==> config.mk <==
export PLATFORM = sky130hd
export DESIGN_NAME = tt_um_pwm_multich
export DESIGN_NICKNAME = d
export VERILOG_FILES = /design/src/rtl/tt_um_pwm_multich.sv
export SDC_FILE = /design/constraint.sdc
export NUM_CORES = 1
export LEC_CHECK = 0
export CELL_PAD_IN_SITES_DETAIL_PLACEMENT = 0
export CELL_PAD_IN_SITES_GLOBAL_PLACEMENT = 1
export CORE_UTILIZATION = 46
export CTS_CLUSTER_DIAMETER = 200
export DETAILED_ROUTE_END_ITERATION = 10
export HOLD_SLACK_MARGIN = 0.05
export PLACE_DENSITY_LB_ADDON = 0.1
export SLEW_MARGIN = 20
export SYNTH_ARGS = -nofsm -noshare
export SYNTH_HDL_FRONTEND = slang
export SYNTH_SLANG_ARGS = --single-unit
==> constraint.sdc <==
create_clock -name clk -period 3.6 [get_ports clk]
set_clock_uncertainty 0.05 [all_clocks]
set_input_delay 0.72 -clock clk [delete_from_list [all_inputs] [get_ports clk]]
set_output_delay 0.72 -clock clk [all_outputs]
set_load 0.02 [all_outputs]
==> src/rtl/tt_um_pwm_multich.sv <==
`default_nettype none
// ============================================================================
// Module      : tt_um_pwm_multich
// Description : N-channel PWM / RC-servo generator. One shared prescaler and
//               frame counter drive CH magnitude comparators. Duty values are
//               written into a shadow bank and copied to the active bank only
//               at the frame boundary, so a frame never sees a partial update.
// Ports       : clk          system clock
//               rst_n        asynchronous active-low reset
//               ena          run enable (counters freeze, outputs idle when 0)
//               mode         0 = PWM, 1 = servo; sampled at the frame boundary
//               wr_en        duty write strobe
//               wr_addr      channel index of the write
//               wr_data      duty value
//               pwm_out      registered PWM outputs (idle level = INV)
//               frame_start  one-clock pulse on the first cycle of each frame
// Revision    : 1.0 - initial release
// ============================================================================
module tt_um_pwm_multich #(
    parameter int              CH         = 4,
    parameter int              DW         = 8,
    parameter int              PW         = 16,
    parameter int              PRE_PWM    = 39,
    parameter int              PRE_SERVO  = 780,
    parameter int              SERVO_MIN  = 13,
    parameter int              SERVO_SPAN = 13,
    parameter logic [CH-1:0]   INV        = '0,
    localparam int             AW         = (CH > 1) ? $clog2(CH) : 1
) (
    input  logic               clk,
    input  logic               rst_n,
    input  logic               ena,
    input  logic               mode,
    input  logic               wr_en,
    input  logic [AW-1:0]      wr_addr,
    input  logic [DW-1:0]      wr_data,
    output logic [CH-1:0]      pwm_out,
    output logic               frame_start
);

    localparam logic [PW-1:0] C_LIM_PWM   = PW'(PRE_PWM);
    localparam logic [PW-1:0] C_LIM_SERVO = PW'(PRE_SERVO);
    localparam logic [DW-1:0] C_FCNT_LAST = {DW{1'b1}};
    localparam int            C_PROD_W    = DW + 5;

    logic [PW-1:0] r_pre_cnt;
    logic [DW-1:0] r_fcnt;
    logic          r_mode_q;
    logic [DW-1:0] r_shadow [CH];
    logic [DW-1:0] r_active [CH];

    logic [PW-1:0] w_lim;
    logic          w_tick;
    logic          w_boundary;
    logic [CH-1:0] w_raw;

    // The prescaler limit follows the mode latched for the current frame, so a
    // mode change on the input never alters the length of a running frame.
    assign w_lim      = r_mode_q ? C_LIM_SERVO : C_LIM_PWM;
    assign w_tick     = ena && (r_pre_cnt == w_lim);
    assign w_boundary = w_tick && (r_fcnt == C_FCNT_LAST);

    // ------------------------------------------------------------------------
    // Shared timebase: prescaler, frame counter, latched mode, frame pulse.
    // The prescaler is always 0 after a boundary tick, so the new limit takes
    // effect from a clean start.
    // ------------------------------------------------------------------------
    always_ff @(posedge clk or negedge rst_n) begin
        if (!rst_n) begin
            r_pre_cnt   <= '0;
            r_fcnt      <= '0;
            r_mode_q    <= 1'b0;
            frame_start <= 1'b0;
        end else begin
            frame_start <= w_boundary;
            if (ena) begin
                r_pre_cnt <= w_tick ? '0 : r_pre_cnt + 1'b1;
            end
            if (w_tick) begin
                r_fcnt <= r_fcnt + 1'b1;
            end
            if (w_boundary) begin
                r_mode_q <= mode;
            end
        end
    end

    // ------------------------------------------------------------------------
    // Duty double buffer. Writes land in the shadow bank whether or not the
    // generator runs; an address with no matching channel writes nothing.
    // The active bank copies the pre-write shadow contents, so a write that
    // coincides with the boundary is deferred by a full frame.
    // ------------------------------------------------------------------------
    always_ff @(posedge clk or negedge rst_n) begin
        if (!rst_n) begin
            for (int i = 0; i < CH; i++) begin
                r_shadow[i] <= '0;
                r_active[i] <= '0;
            end
        end else begin
            for (int i = 0; i < CH; i++) begin
                if (wr_en && (wr_addr == AW'(i))) begin
                    r_shadow[i] <= wr_data;
                end
                if (w_boundary) begin
                    r_active[i] <= r_shadow[i];
                end
            end
        end
    end

    // ------------------------------------------------------------------------
    // Per-channel threshold and compare. The threshold is one bit wider than
    // the frame counter so servo floor plus span cannot wrap. In servo mode
    // the full duty*span product is kept before the shift to avoid losing
    // high-order bits.
    // ------------------------------------------------------------------------
    for (genvar g = 0; g < CH; g++) begin : g_ch
        logic [C_PROD_W-1:0] w_prod;
        logic [DW:0]         w_thr;

        assign w_prod   = C_PROD_W'(r_active[g]) * C_PROD_W'(SERVO_SPAN);
        assign w_thr    = r_mode_q ? ((DW+1)'(SERVO_MIN) + (DW+1)'(w_prod >> DW))
                                   : {1'b0, r_active[g]};
        assign w_raw[g] = ({1'b0, r_fcnt} < w_thr);
    end : g_ch

    always_ff @(posedge clk or negedge rst_n) begin
        if (!rst_n) begin
            pwm_out <= INV;
        end else begin
            pwm_out <= ena ? (w_raw ^ INV) : INV;
        end
    end

endmodule : tt_um_pwm_multich
`default_nettype wire
==> flow_metrics.py <==
metrics = {
    "sta": {
        "min_period_ns": 4.00,
        "worst_pin_slew_ns": 0.460,
        "min_period_over_period_pct": 111,
        "setup_viol": 4,
        "final_max_slew_viol_count": 0,
        "max_freq_mhz": 250,
        "final.setup.worst_slack_ns": -0.397,
        "rsz0062_at_grt": "yes",
        "max-slew-margin-rel_pct": 69.2,
        "final_hold_viol_count": 0,
    },
    "die": {
        "top_level_ports": 20,
        "die-height_um": 124,
        "die_area_mm2": 0.0154,
        "die_w_um": 124,
        "std_cell_rows": 44,
        "start_util_pct": 47.0,
        "core_mm2": 0.0145,
    },
    "finish": {
        "diodes": 0,
        "fin_area_mm2": 0.00842,
        "drive_gt1_share_pct": 29.6,
        "area_delta_synth_final_pct": 23.2,
        "fill_cells": 1242,
        "finish.net_count": 849,
        "post-route-util_pct": 58.0,
        "stdcell_count": 900,
    },
    "route": {
        "drt-vias-per-instance": 5.34,
        "vias": 4809,
        "wl_um": 15000,
        "first_pass_iters": 4,
        "drc": 0,
        "ant_nets": 0,
        "dr.first_iter.drc_count": 123,
        "routedWlPerCell_um": 16.6,
    },
    "synthesis": {
        "yosysWarnings": 0,
        "synthTopCellsByArea": "dfrtp_1, ha_1, mux2_4",
        "synth_flop_cell": "dfrtp_1",
        "synth_cells": 615,
        "synth_top_area_share_pct": 34.4,
        "synthMuxAreaShare_pct": 14.2,
        "yosysTopAreaCell": "dfrtp_1",
        "synth_edf_count": 0,
        "synth_seq_cells": 94,
        "synth_cell_types": 51,
        "synth_top_family_by_area": "adder cells",
        "ys_async_sr_fraction_pct": 100,
        "seq_area_frac_synth_pct": 34.4,
        "synth_xor_area_share_pct": 6.15,
        "syn_area_mm2": 0.00684,
        "yosys.area_share.adder_pct": 24.1,
        "syn_nets": 752,
        "yosys.area_share.simple_pct": 10.2,
        "avgSynthCellArea_um2": 11.1,
        "synth_compound_area_share_pct": 6.08,
    },
    "pwr": {
        "finalPower_uw": 2490,
        "ir_worst_vdd_mv": 0.303,
        "powerDensity_mw_per_mm2": 296,
        "leakagePower_uw": 0.00439,
    },
    "critical_path": {
        "r2r_slack_ns": -0.40,
        "cp_data_arrival_time_ns": 4.21,
        "end_kind": "flip-flop",
        "critPathRequiredTime_ns": 3.82,
        "crit_fanout": 3,
        "cp-start-kind": "flip-flop",
        "critPathKind": "reg -> reg",
    },
    "global_routing": {
        "grt_pass1_vias": 4911,
        "grt.total_usage_pct": 21.2,
        "grt_pass1_wl_um": 24400,
        "antenna_found_initial": 0,
        "grt_start_max_net_pins": 83,
        "grt_overflow_total": 0,
    },
    "clock_network": {
        "cts_tree": "yes",
        "clk_latency_ns": 0.35,
        "clock_path_buffers": 2,
        "cts-root-buf": "clkbuf_16",
        "cts_made_buffers": 9,
        "htree_levels": 3,
        "cts_num_sinks": 94,
        "path_clk_slew_ns": 0.07,
    },
    "outcome": {
        "outcome": "finished, violations left",
        "violations": "negative setup slack",
    },
    "placement": {
        "port_buffers": 19,
        "place_area_mm2": 0.00775,
        "preCtsSetupSlack_ns": -0.455,
        "post-dp-hpwl_um": 11300,
        "gp_congestion": 0.806,
        "post-place-cells": 874,
    },
    "flow_run": {
        "maxCapViolations": 0,
    },
    "worst_hold_path": {
        "min_path_type": "in -> async",
    },
}
## what timing repair did
| action | CTS | global route |
|---|---|---|
| endpoints found under the hold margin | 0 | 0 |
| buffers inserted | 8 | 3 |
| endpoints found under the setup margin | 4 | 4 |
| resized for setup | 30 | 20 |
| pin swaps | 27 | 20 |
| hold buffers | 0 | 0 |
## cell usage in the layout, fill, tap and decap left out, types with 5 or more instances in the layout
cell             synthesis  final
inv_1                   73     68
buf_4                    0     75
o21ai_0                 15      6
xor2_1                  24     24
nand2_1                 21     21
nand4_1                 11     11
clkdlybuf4s50_1          0     18
clkbuf_16                0      9
ha_1                   106     93
mux2i_1                 11     11
dfrtp_1                 94     91
inv_2                    0      5
nand3_1                 12     12
ha_4                     0      9
mux2_2                  38     38
mux2_4                  29     29
a21o_1                   5      5
o21ai_1                  0      6
nand2b_1                16     16
nor3_2                   0      6
a21oi_1                 20     16
fa_1                    16     16
xnor2_1                 24     22
nor2_1                  29     27
## registers in the layout (all words and copies together), names as in the netlist
register / count
r_mode_q: 1
r_shadow: 32
frame_start: 1
r_active: 32
pwm_out: 4
r_pre_cnt: 16
r_fcnt: 8
## layer usage
layer	vias to the layer above	global-route usage (%)	wire, um	share of wire (%)
met5	-	0	0	0
li1	2338	-	-	-
met3	17	4.67	357	2.4
met2	52	37.4	7730	52
met1	2402	26.7	6730	45
met4	0	3.87	155	1.0
## critical path, cell delays in order (launching register included)
cell      delay, ns
dfrtp_2        0.43
ha_1           0.28
inv_1          0.05
fa_1           0.51
inv_1          0.07
ha_4           0.23
and4_4         0.15
a221oi_4       0.30
buf_4          0.17
o21ai_2        0.05
xor2_1         0.15
ha_2           0.18
or4b_1         0.49
o21ai_1        0.10
ha_1           0.26
and4_4         0.16
nand2_1        0.05
nand4b_1       0.09
a31oi_1        0.14
## cells in the mapped netlist (all sizes together) (4+ instances only)
cell type	instances
ha	106
dfrtp	94
inv	73
mux2	67
nor2	29
xnor2	24
xor2	24
nand2	21
a21oi	20
fa	16
nand2b	16
o21ai	15
nand3	12
nand4	12
mux2i	11
nor3	9
a21o	5
buf	5
a31oi	4
and2	4
and3	4
clkbuf	4
nand4b	4
## where the power goes
| group | internal, uW | switching (uW) | total (uW) |
|---|---|---|---|
| sequential | 1150 | 84.3 | 1240 |
| clock | 648 | 417 | 1060 |
| combinational | 109 | 82.5 | 192 |
| total | 1910 | 584 | 2490 |
## final cells by class
| type | count | area [um^2] | share of cell area [%] |
|---|---|---|---|
| clock buffers | 11 | 253 | 3.00 |
| clock inverters | 4 | 77.6 | 0.921 |
| inverters | 73 | 274 | 3.25 |
| multi-input cells | 439 | 4450 | 52.8 |
| flip-flops and latches | 94 | 2360 | 28.0 |
| well taps | 184 | 230 | 2.73 |
| repair buffers | 95 | 783 | 9.30 |
## per-stage QoR
| stage | setup TNS, ns | hold slack [ns] |
|---|---|---|
| global placement | -1.08 | 0.416 |
| detailed placement | -1.51 | 0.426 |
| floorplan | -0.248 | 0.374 |
| finish | -1.09 | 0.159 |
| global route | -1.98 | 0.157 |
| CTS | -1.24 | 0.152 |
## worst paths after layout
path,startpoint,endpoint,cells after the start
setup / recovery,r_active[3]$_DFFE_PN0P_,pwm_out[3]$_DFF_PN0_,18
hold / removal,rst_n,r_pre_cnt[12]$_DFFE_PN0P_,1
setup reg to reg,r_active[3]$_DFFE_PN0P_,pwm_out[3]$_DFF_PN0_,18
hold reg to reg,r_pre_cnt[15]$_DFFE_PN0P_,r_pre_cnt[15]$_DFFE_PN0P_,1
max in group asynchronous,rst_n,r_active[18]$_DFFE_PN0P_,2
min in group clk,r_pre_cnt[15]$_DFFE_PN0P_,r_pre_cnt[15]$_DFFE_PN0P_,1
## cells by family after synthesis
kind of cell,Yosys count
adders and majority gates,122
muxes,78
AOI/OAI and AO/OA,64
DFF,94
buffers and inverters,82
xor gates and xnor gates,48
and+or+nand+nor,127
No activity file was read; power rests on OpenSTA's default activity.
